<file path="config.mk">
export PLATFORM = sky130hd
export DESIGN_NAME = stump_reg_bank_flat
export DESIGN_NICKNAME = d
export VERILOG_FILES = /design/src/rtl/stump_reg_bank_pkg.sv /design/src/rtl/stump_reg_bank_if.sv /design/src/rtl/stump_reg_bank_reg16.sv /design/src/rtl/stump_reg_bank.sv /design/src/flat_wrapper.sv
export SDC_FILE = /design/constraint.sdc
export NUM_CORES = 1
export LEC_CHECK = 0
export BUFFER_PORTS_ARGS = -buffer_cell sky130_fd_sc_hd__buf_2
export CORE_ASPECT_RATIO = 1.75
export CORE_MARGIN = 1
export CORE_UTILIZATION = 53
export CTS_CLUSTER_SIZE = 25
export DETAILED_ROUTE_END_ITERATION = 10
export PLACE_DENSITY = 0.77
export SLEW_MARGIN = 15
export SYNTH_ARGS = -nofsm -noshare
export SYNTH_HDL_FRONTEND = slang
export SYNTH_SLANG_ARGS = --single-unit
export TNS_END_PERCENT = 1
</file>
<file path="constraint.sdc">
create_clock -name clk -period 2.65 [get_ports clk]
set_clock_uncertainty 0.05 [all_clocks]
set_input_delay 0.795 -clock clk [delete_from_list [all_inputs] [get_ports clk]]
set_output_delay 0.795 -clock clk [all_outputs]
set_load 0.03 [all_outputs]
</file>
<file path="src/rtl/stump_reg_bank_pkg.sv">
// Shared constants and types for the Stump register bank: word width,
// register count, PC index and the index/word types used on every port.
package stump_reg_bank_pkg;

  localparam int WORD_W    = 16;
  localparam int REG_COUNT = 8;
  localparam int IDX_W     = 3;

  typedef logic [WORD_W-1:0] word_t;
  typedef logic [IDX_W-1:0]  reg_idx_t;

  localparam reg_idx_t PC_IDX = 3'd7;

  // Next program counter value; the add wraps naturally at 2^16.
  function automatic word_t pc_next(input word_t pc_now);
    return pc_now + word_t'(1);
  endfunction

endpackage

</file>
<file path="src/rtl/stump_reg_bank_if.sv">
// Control/data bundle between the Stump datapath/control and the register
// bank. The master drives indices, write data and strobes; the slave (the
// bank) returns the three read ports and the program counter.
interface stump_reg_bank_if;
  import stump_reg_bank_pkg::*;

  logic     pc_inc;
  logic     write_en;
  reg_idx_t dest;
  word_t    write_data;
  reg_idx_t srcA;
  reg_idx_t srcB;
  reg_idx_t srcC;
  word_t    regA;
  word_t    regB;
  word_t    regC;
  word_t    pc;

  modport master (
    output pc_inc, write_en, dest, write_data, srcA, srcB, srcC,
    input  regA, regB, regC, pc
  );

  modport slave (
    input  pc_inc, write_en, dest, write_data, srcA, srcB, srcC,
    output regA, regB, regC, pc
  );

endinterface

</file>
<file path="src/rtl/stump_reg_bank_reg16.sv">
// One 16-bit storage register with synchronous reset and a load enable.
// The choice of what to load is made by the caller.
module stump_reg_bank_reg16
  import stump_reg_bank_pkg::*;
(
  input  logic  clk,
  input  logic  rst,
  input  logic  load,
  input  word_t d,
  output word_t q
);

  word_t q_d;
  word_t q_q;

  // Take the new value only when loading, otherwise hold.
  always_comb begin
    q_d = q_q;
    if (load) begin
      q_d = d;
    end
  end

  // Register update; reset wins over any load on the same edge.
  always_ff @(posedge clk) begin
    if (rst) begin
      q_q <= '0;
    end else begin
      q_q <= q_d;
    end
  end

  assign q = q_q;

endmodule

</file>
<file path="src/rtl/stump_reg_bank.sv">
// Stump register bank: R1..R7 are real storage, R0 is hard-wired to zero.
// R7 doubles as the program counter and can be incremented by the fetch
// strobe; an explicit write to R7 on the same edge takes priority over the
// increment. Reads are purely combinational from the stored values, so a
// write only becomes visible after the clock edge that performs it.
module stump_reg_bank
  import stump_reg_bank_pkg::*;
(
  input  logic             clk,
  input  logic             rst,
  stump_reg_bank_if.slave  bus
);

  logic  load_en   [1:REG_COUNT-1];
  word_t load_data [1:REG_COUNT-1];
  word_t reg_q     [1:REG_COUNT-1];
  word_t read_view [0:REG_COUNT-1];
  logic  pc_written;

  // Work out which registers load this edge and with what. Only the
  // write/increment controls feed this, so garbage on the read indices can
  // never disturb storage.
  always_comb begin
    pc_written = bus.write_en && (bus.dest == PC_IDX);
    for (int i = 1; i < REG_COUNT; i++) begin
      load_en[i]   = bus.write_en && (bus.dest == reg_idx_t'(i));
      load_data[i] = bus.write_data;
    end
    if (bus.pc_inc && !pc_written) begin
      load_en[PC_IDX]   = 1'b1;
      load_data[PC_IDX] = pc_next(reg_q[PC_IDX]);
    end
  end

  for (genvar g = 1; g < REG_COUNT; g++) begin : g_regs
    stump_reg_bank_reg16 u_reg (
      .clk  (clk),
      .rst  (rst),
      .load (load_en[g]),
      .d    (load_data[g]),
      .q    (reg_q[g])
    );
  end

  // Flat read view with R0 fixed at zero, indexed by the three read ports.
  always_comb begin
    read_view[0] = '0;
    for (int i = 1; i < REG_COUNT; i++) begin
      read_view[i] = reg_q[i];
    end
  end

  assign bus.regA = read_view[bus.srcA];
  assign bus.regB = read_view[bus.srcB];
  assign bus.regC = read_view[bus.srcC];
  assign bus.pc   = reg_q[PC_IDX];

endmodule

</file>
<file path="src/flat_wrapper.sv">
// flat-port wrapper written by rule: the top's interface ports become plain ports
module stump_reg_bank_flat import stump_reg_bank_pkg::*;
  (clk, rst, bus_pc_inc, bus_write_en, bus_dest, bus_write_data, bus_srcA, bus_srcB, bus_srcC, bus_regA, bus_regB, bus_regC, bus_pc);
  stump_reg_bank_if bus_i ();
  input  logic clk;
  input  logic rst;
  input wire logic [$bits(bus_i.pc_inc)-1:0] bus_pc_inc;
  input wire logic [$bits(bus_i.write_en)-1:0] bus_write_en;
  input wire logic [$bits(bus_i.dest)-1:0] bus_dest;
  input wire logic [$bits(bus_i.write_data)-1:0] bus_write_data;
  input wire logic [$bits(bus_i.srcA)-1:0] bus_srcA;
  input wire logic [$bits(bus_i.srcB)-1:0] bus_srcB;
  input wire logic [$bits(bus_i.srcC)-1:0] bus_srcC;
  output wire logic [$bits(bus_i.regA)-1:0] bus_regA;
  output wire logic [$bits(bus_i.regB)-1:0] bus_regB;
  output wire logic [$bits(bus_i.regC)-1:0] bus_regC;
  output wire logic [$bits(bus_i.pc)-1:0] bus_pc;
  assign bus_i.pc_inc = bus_pc_inc;
  assign bus_i.write_en = bus_write_en;
  assign bus_i.dest = bus_dest;
  assign bus_i.write_data = bus_write_data;
  assign bus_i.srcA = bus_srcA;
  assign bus_i.srcB = bus_srcB;
  assign bus_i.srcC = bus_srcC;
  assign bus_regA = bus_i.regA;
  assign bus_regB = bus_i.regB;
  assign bus_regC = bus_i.regC;
  assign bus_pc = bus_i.pc;
  stump_reg_bank u_core (.clk(clk), .rst(rst), .bus(bus_i));
endmodule
</file>
# [Word-level counts from Yosys, hierarchy flattened]
# Index checks and enable logic that the tools add are counted.
[word_totals] wordCells=41 reg_bits=112 in_bits=32 out_inout_bits=64
[classes] eq_ne=7 n_mux=11 n_bitwise=3 n_reduce_logical=9 n_lt_le_gt_ge=3 add_sub_neg=1
[op_table] op="binary-select mux 16 bit (select 3 bit)" n=3
[op_table] op="two-way mux 16 bit" n=7
[op_table] op="adder 16 x 1 -> 16 bit, second input constant" n=1
[op_table] op="== test 3 bit, second input constant" n=4
[op_table] op="greater-or-equal comparator 4 bit, second input constant" n=3
[op_table] op="NOT 3 -> 4 bit" n=3
[op_table] op="logical AND 1 bit" n=8
[op_table] op="== test 3 x 2 -> 1 bit, second input constant" n=2
[op_table] op="== test 3 x 1 -> 1 bit, second input constant" n=1
[op_table] op="zero test 1 bit" n=1
[op_table] op="two-way mux 1 bit" n=1

# [Longest topological paths before layout]
[depth] depth_word=5 depth_mapped=6 depth_no_buf=5

# [Cells and area by module]
# From an unflattened synthesis, not the netlist that was laid out.
[unflattened] hier_cells=742 hier_area_um2=7369.6
[by_module_without_submodules] module="stump_reg_bank_reg16" seq_area_each_um2=320.3 instances=7 cells_each=52 area_each_um2=580.6
[by_module_without_submodules] module="stump_reg_bank" seq_area_each_um2=0.0 instances=1 cells_each=378 area_each_um2=3305.7

# [Worst setup path before layout]
# OpenSTA, ideal clock, no wires.
[synth_timing] path_type="input to output" startpoint="input bus_srcA[0]" endpoint="output bus_regA[10]" required_time_ps=1805 stages=6 t_arrival_ps=2182 setup_slack_ps=-377 n_path_buf=3 path_cell_list="buf_2 -> nor2b_1 -> clkbuf_1 -> clkbuf_1 -> a221oi_1 -> a21oi_1"
[synth_via] elab_chain_cells=4
[synth_rtl] item="start, declared" line="flat_wrapper.sv:11" rtl="input wire logic [$bits(bus_i.srcA)-1:0] bus_srcA;"
[synth_rtl] item="NOT 3 -> 4 bit (not written as such)" line="stump_reg_bank.sv:53" rtl="assign bus.regA = read_view[bus.srcA];"
[synth_rtl] item="binary-select mux 16 bit (select 3 bit)" line="stump_reg_bank.sv:53"
[synth_rtl] item="two-way mux 16 bit (not written as such) (2 in a row)" line="stump_reg_bank.sv:53"
[synth_rtl] item="end, declared" line="flat_wrapper.sv:14" rtl="output wire logic [$bits(bus_i.regA)-1:0] bus_regA;"
# No other way between the ends. The select of a mux whose other input is x is not followed.

# [Worst setup path in the final report]
[layout_timing] startpoint="input bus_srcC[2]" endpoint="output bus_regC[1]"
[layout_via] elab_chain_cells=4
[layout_rtl] item="start, declared" line="flat_wrapper.sv:13" rtl="input wire logic [$bits(bus_i.srcC)-1:0] bus_srcC;"
[layout_rtl] item="NOT 3 -> 4 bit (not written as such)" line="stump_reg_bank.sv:55" rtl="assign bus.regC = read_view[bus.srcC];"
[layout_rtl] item="binary-select mux 16 bit (select 3 bit)" line="stump_reg_bank.sv:55"
[layout_rtl] item="two-way mux 16 bit (not written as such) (2 in a row)" line="stump_reg_bank.sv:55"
[layout_rtl] item="end, declared" line="flat_wrapper.sv:16" rtl="output wire logic [$bits(bus_i.regC)-1:0] bus_regC;"
# No other way between the ends. The select of a mux whose other input is x is not followed.

==> flow_summary_export.csv <==
group,metric,value,unit
worst_setup_path,crit_top_cell,"buf_12",
detailed_routing,drc,0,
sta,layout_setup_ws,-165,ps
worst_setup_path,cp_top_family,"compound AO/OA/AOI/OAI gates",
synthesis,postSynthAreaPerCell,8.55,µm²
pwr,worst_ir_drop_vdd,0.263,mV
worst_setup_path,cp-startpoint,"bus_srcC[2]",
layout,num-fill-cells,867,
layout,drive_above_1_share,45.2,%
detailed_routing,via_per_inst,6.80,
worst_setup_path,cp.depth,6,
synthesis,yosysTopAreaCell,"dfxtp_1",
synthesis,syn_area,6950,µm²
layout,n_antenna_cell,0,
global_route,grt_remaining_overflow,0,
worst_setup_path,cp_num_buf_inv,3,
synthesis,ys_seq_area_share,32.3,%
sta,min_period,2810,ps
global_route,grt_pass1_wl,39800,µm
clocking,path_clk_slew,70,ps
worst_setup_path,arrival,1970,ps
placed_design,dpl.hpwl,15600,µm
synthesis,synth_edf_count,0,
synthesis,ys_top_cells_by_area,"dfxtp_1 (32%), mux4_2 (14%), nand2_1 (11%), a21oi_1 (10%), mux2_2 (7.8%)",
global_route,track_usage,39.2,%
floorplanning,initial_core_util,54.0,%
synthesis,synth_nets,845,
global_route,antenna_found_initial,0,
worst_setup_path,crit_slowest_cell,"mux2_2",
min_path,hold_path.class,"flop to flop",
global_route,grt_pass1_vias,7278,
worst_setup_path,r2r-start,"u_core.g_regs[7].u_reg.q[0]",
worst_setup_path,ff2ff_setup_slack,760,ps
sta,setup_viol,48,
worst_setup_path,crit_type,"input pin to output pin",
flow_run,max_cap_violations,0,
sta,fmax,0.355,GHz
detailed_routing,totalWireLength,26300,µm
pwr,p_total,4.06,mW
worst_setup_path,worstRegToRegCells,5,
layout,largest_reg_flops,112,
worst_setup_path,cpPeakStageDelay,340,ps
detailed_routing,wl_per_cell,24.4,µm
clocking,postCtsSetupBuffers,0,
worst_setup_path,crit_end,"bus_regC[1]",
layout,final_nets,938,
sta,fin_crit_sh,106,%
clocking,cts_tree,"done",
outcome,violations,"setup timing",
placed_design,place_congestion,0.912,
worst_setup_path,rr_endpoint,"u_core.g_regs[7].u_reg.q[6]",
detailed_routing,drtIter0Drc,837,
synthesis,yosys_warnings,0,
pwr,powerDensity,432,nW/µm²
floorplanning,rows,55,
floorplanning,die_h,153,µm
worst_setup_path,cp-start-kind,"input pin",
sta,maxSlewViolCount,0,
placed_design,port_buffers,95,
sta,max-slew-margin-rel,45.6,%
synthesis,synth_top_area_share,32.3,%
floorplanning,fp.coreArea,12900,µm²
detailed_routing,firstDrtPassIters,5,
worst_setup_path,crit_fanout,5,
synthesis,ys.flop_type,"dfxtp_1",
detailed_routing,vias,7349,
synthesis,postSynthCellCount,812,
worst_setup_path,cp.required,1810,ps
min_path,holdPathStages,2,
clocking,cts_sinks,112,
global_route,grt_max_degree,46,
synthesis,yosys-top-cells-count,"nand2_1 (199), a21oi_1 (144), dfxtp_1 (112)",
clocking,cts_buffers,9,
clocking,insertion_delay,350,ps
synthesis,synth_most_common_cell,"nand2_1",
sta,hold_viol_final,0,
outcome,status,"complete, but fails checks",
layout,post-route-util,73.1,%
clocking,cts-hold-fix-buffers,0,
layout,areaGrowthSynthToFinish,35.4,%
synthesis,synthDistinctLibCells,33,
floorplanning,die_area,13600,µm²
synthesis,async_reset_ff_share,0,%
synthesis,synth-seq-cells,112,
clocking,htreeDepth,3,
floorplanning,die_w,88.5,µm
worst_setup_path,endpoint_kind,"output pin",
sta,worstMarginPinSlew,814,ps
pwr,leakagePower,3.40,nW
worst_setup_path,cp_cell_sequence,"buf_12 > buf_12 > mux2_2 > a221oi_2 > a21oi_2 > buf_4",
clocking,cts_max_path_buffers,2,
sta,rsz0062_at_grt,"true",
floorplanning,top_level_ports,96,
detailed_routing,ant_nets,0,
clocking,clock-root-buffer,"clkbuf_16",
-- worst register-to-register path: stages, from the launching register on --
cell and delay, ps:
dfxtp_1 540, ha_1 310, inv_1 130, or3_1 370
xor2_1 150, a211oi_1 240
-- cell families after synthesis --
logic type / after synthesis / synth area share, %
simple gates: 256 / 16.2
compound gates: 209 / 18.3
buf+inv: 123 / 7.48
flops: 112 / 32.3
mux: 97 / 23.8
xor+xnor: 14 / 1.77
fa+ha+maj: 1 / 0.180
-- per-layer routing --
metal,share of wire (%),track usage (%),routed length [µm]
met5,0,0,0
met4,7.5,27.7,1980
met3,8.8,7.99,2310
met2,49,61.4,13000
met1,34,46.9,9060
-- worst min path at each step --
stage,startpoint,end,slack (ps)
after floorplan,u_core.g_regs[3].u_reg.q[5],u_core.g_regs[3].u_reg.q[5],400
after detailed placement,u_core.g_regs[5].u_reg.q[11],u_core.g_regs[5].u_reg.q[11],420
after global routing,u_core.g_regs[3].u_reg.q[0],u_core.g_regs[3].u_reg.q[0],460
after CTS,u_core.g_regs[2].u_reg.q[4],u_core.g_regs[2].u_reg.q[4],430
final,u_core.g_regs[2].u_reg.q[8],u_core.g_regs[2].u_reg.q[8],440
after global placement,u_core.g_regs[6].u_reg.q[1],u_core.g_regs[6].u_reg.q[1],410
-- cells in the final DEF, fill, tap and decap left out, types with 2 or more instances in the layout --
master / count
nand2_1: 199
dfxtp_1: 112
a21oi_1: 97
mux4_2: 47
a21oi_2: 47
buf_6: 47
buf_2: 41
mux2_2: 39
inv_2: 38
a221oi_2: 37
buf_4: 35
nor2_1: 20
buf_12: 20
a211oi_1: 14
inv_1: 13
a221oi_4: 11
xnor2_1: 10
clkbuf_16: 10
mux2_4: 9
buf_16: 8
nand3_1: 7
nor4_2: 6
nand4_1: 5
xor2_1: 4
nor2b_4: 3
nor2b_1: 3
nand2b_1: 3
nor3_2: 3
or3_1: 3
clkinv_2: 3
nand4_4: 2
inv_6: 2
buf_8: 2
-- power breakdown --
group	switching, mW	total [mW]	internal (mW)	leakage [nW]
Clock	0.632	1.27	0.636	0.133
Sequential	0.0705	1.79	1.72	0.907
Combinational	0.577	1.00	0.424	2.36
-- repair_timing --
action                                  in CTS  in global routing
endpoints found under the hold margin        0                  0
pin swaps                                   34                  7
endpoints found under the setup margin      48                 48
cloned                                       8                  1
resized for setup                          207                 26
-- cell type report --
class,count,area (µm²),area share [%]
Clock buffer,10,229,2.43
Sequential cell,112,2240,23.8
Timing Repair Buffer,154,1670,17.8
Clock inverter,5,32.5,0.346
Inverter,51,191,2.04
Tap cell,171,214,2.28
Multi-Input combinational cell,577,4820,51.3
-- metrics by stage --
step | setup WS, ps | instance area (µm²) | hold slack (ps) | std cells | setup TNS, ps
2_1_floorplan | -49.5 | 7320 | 398 | 812 | -1120
3_3_place_gp | -287 | 8150 | 414 | 1056 | -10000
3_5_place_dp | -279 | 8150 | 423 | 1056 | -10330
4_1_cts | -116 | 9290 | 434 | 1079 | -2500
5_1_grt | -198 | 9400 | 463 | 1080 | -6140
6_report | -165 | 9400 | 440 | 1080 | -4340
No activity file was read; power rests on OpenSTA's default activity.
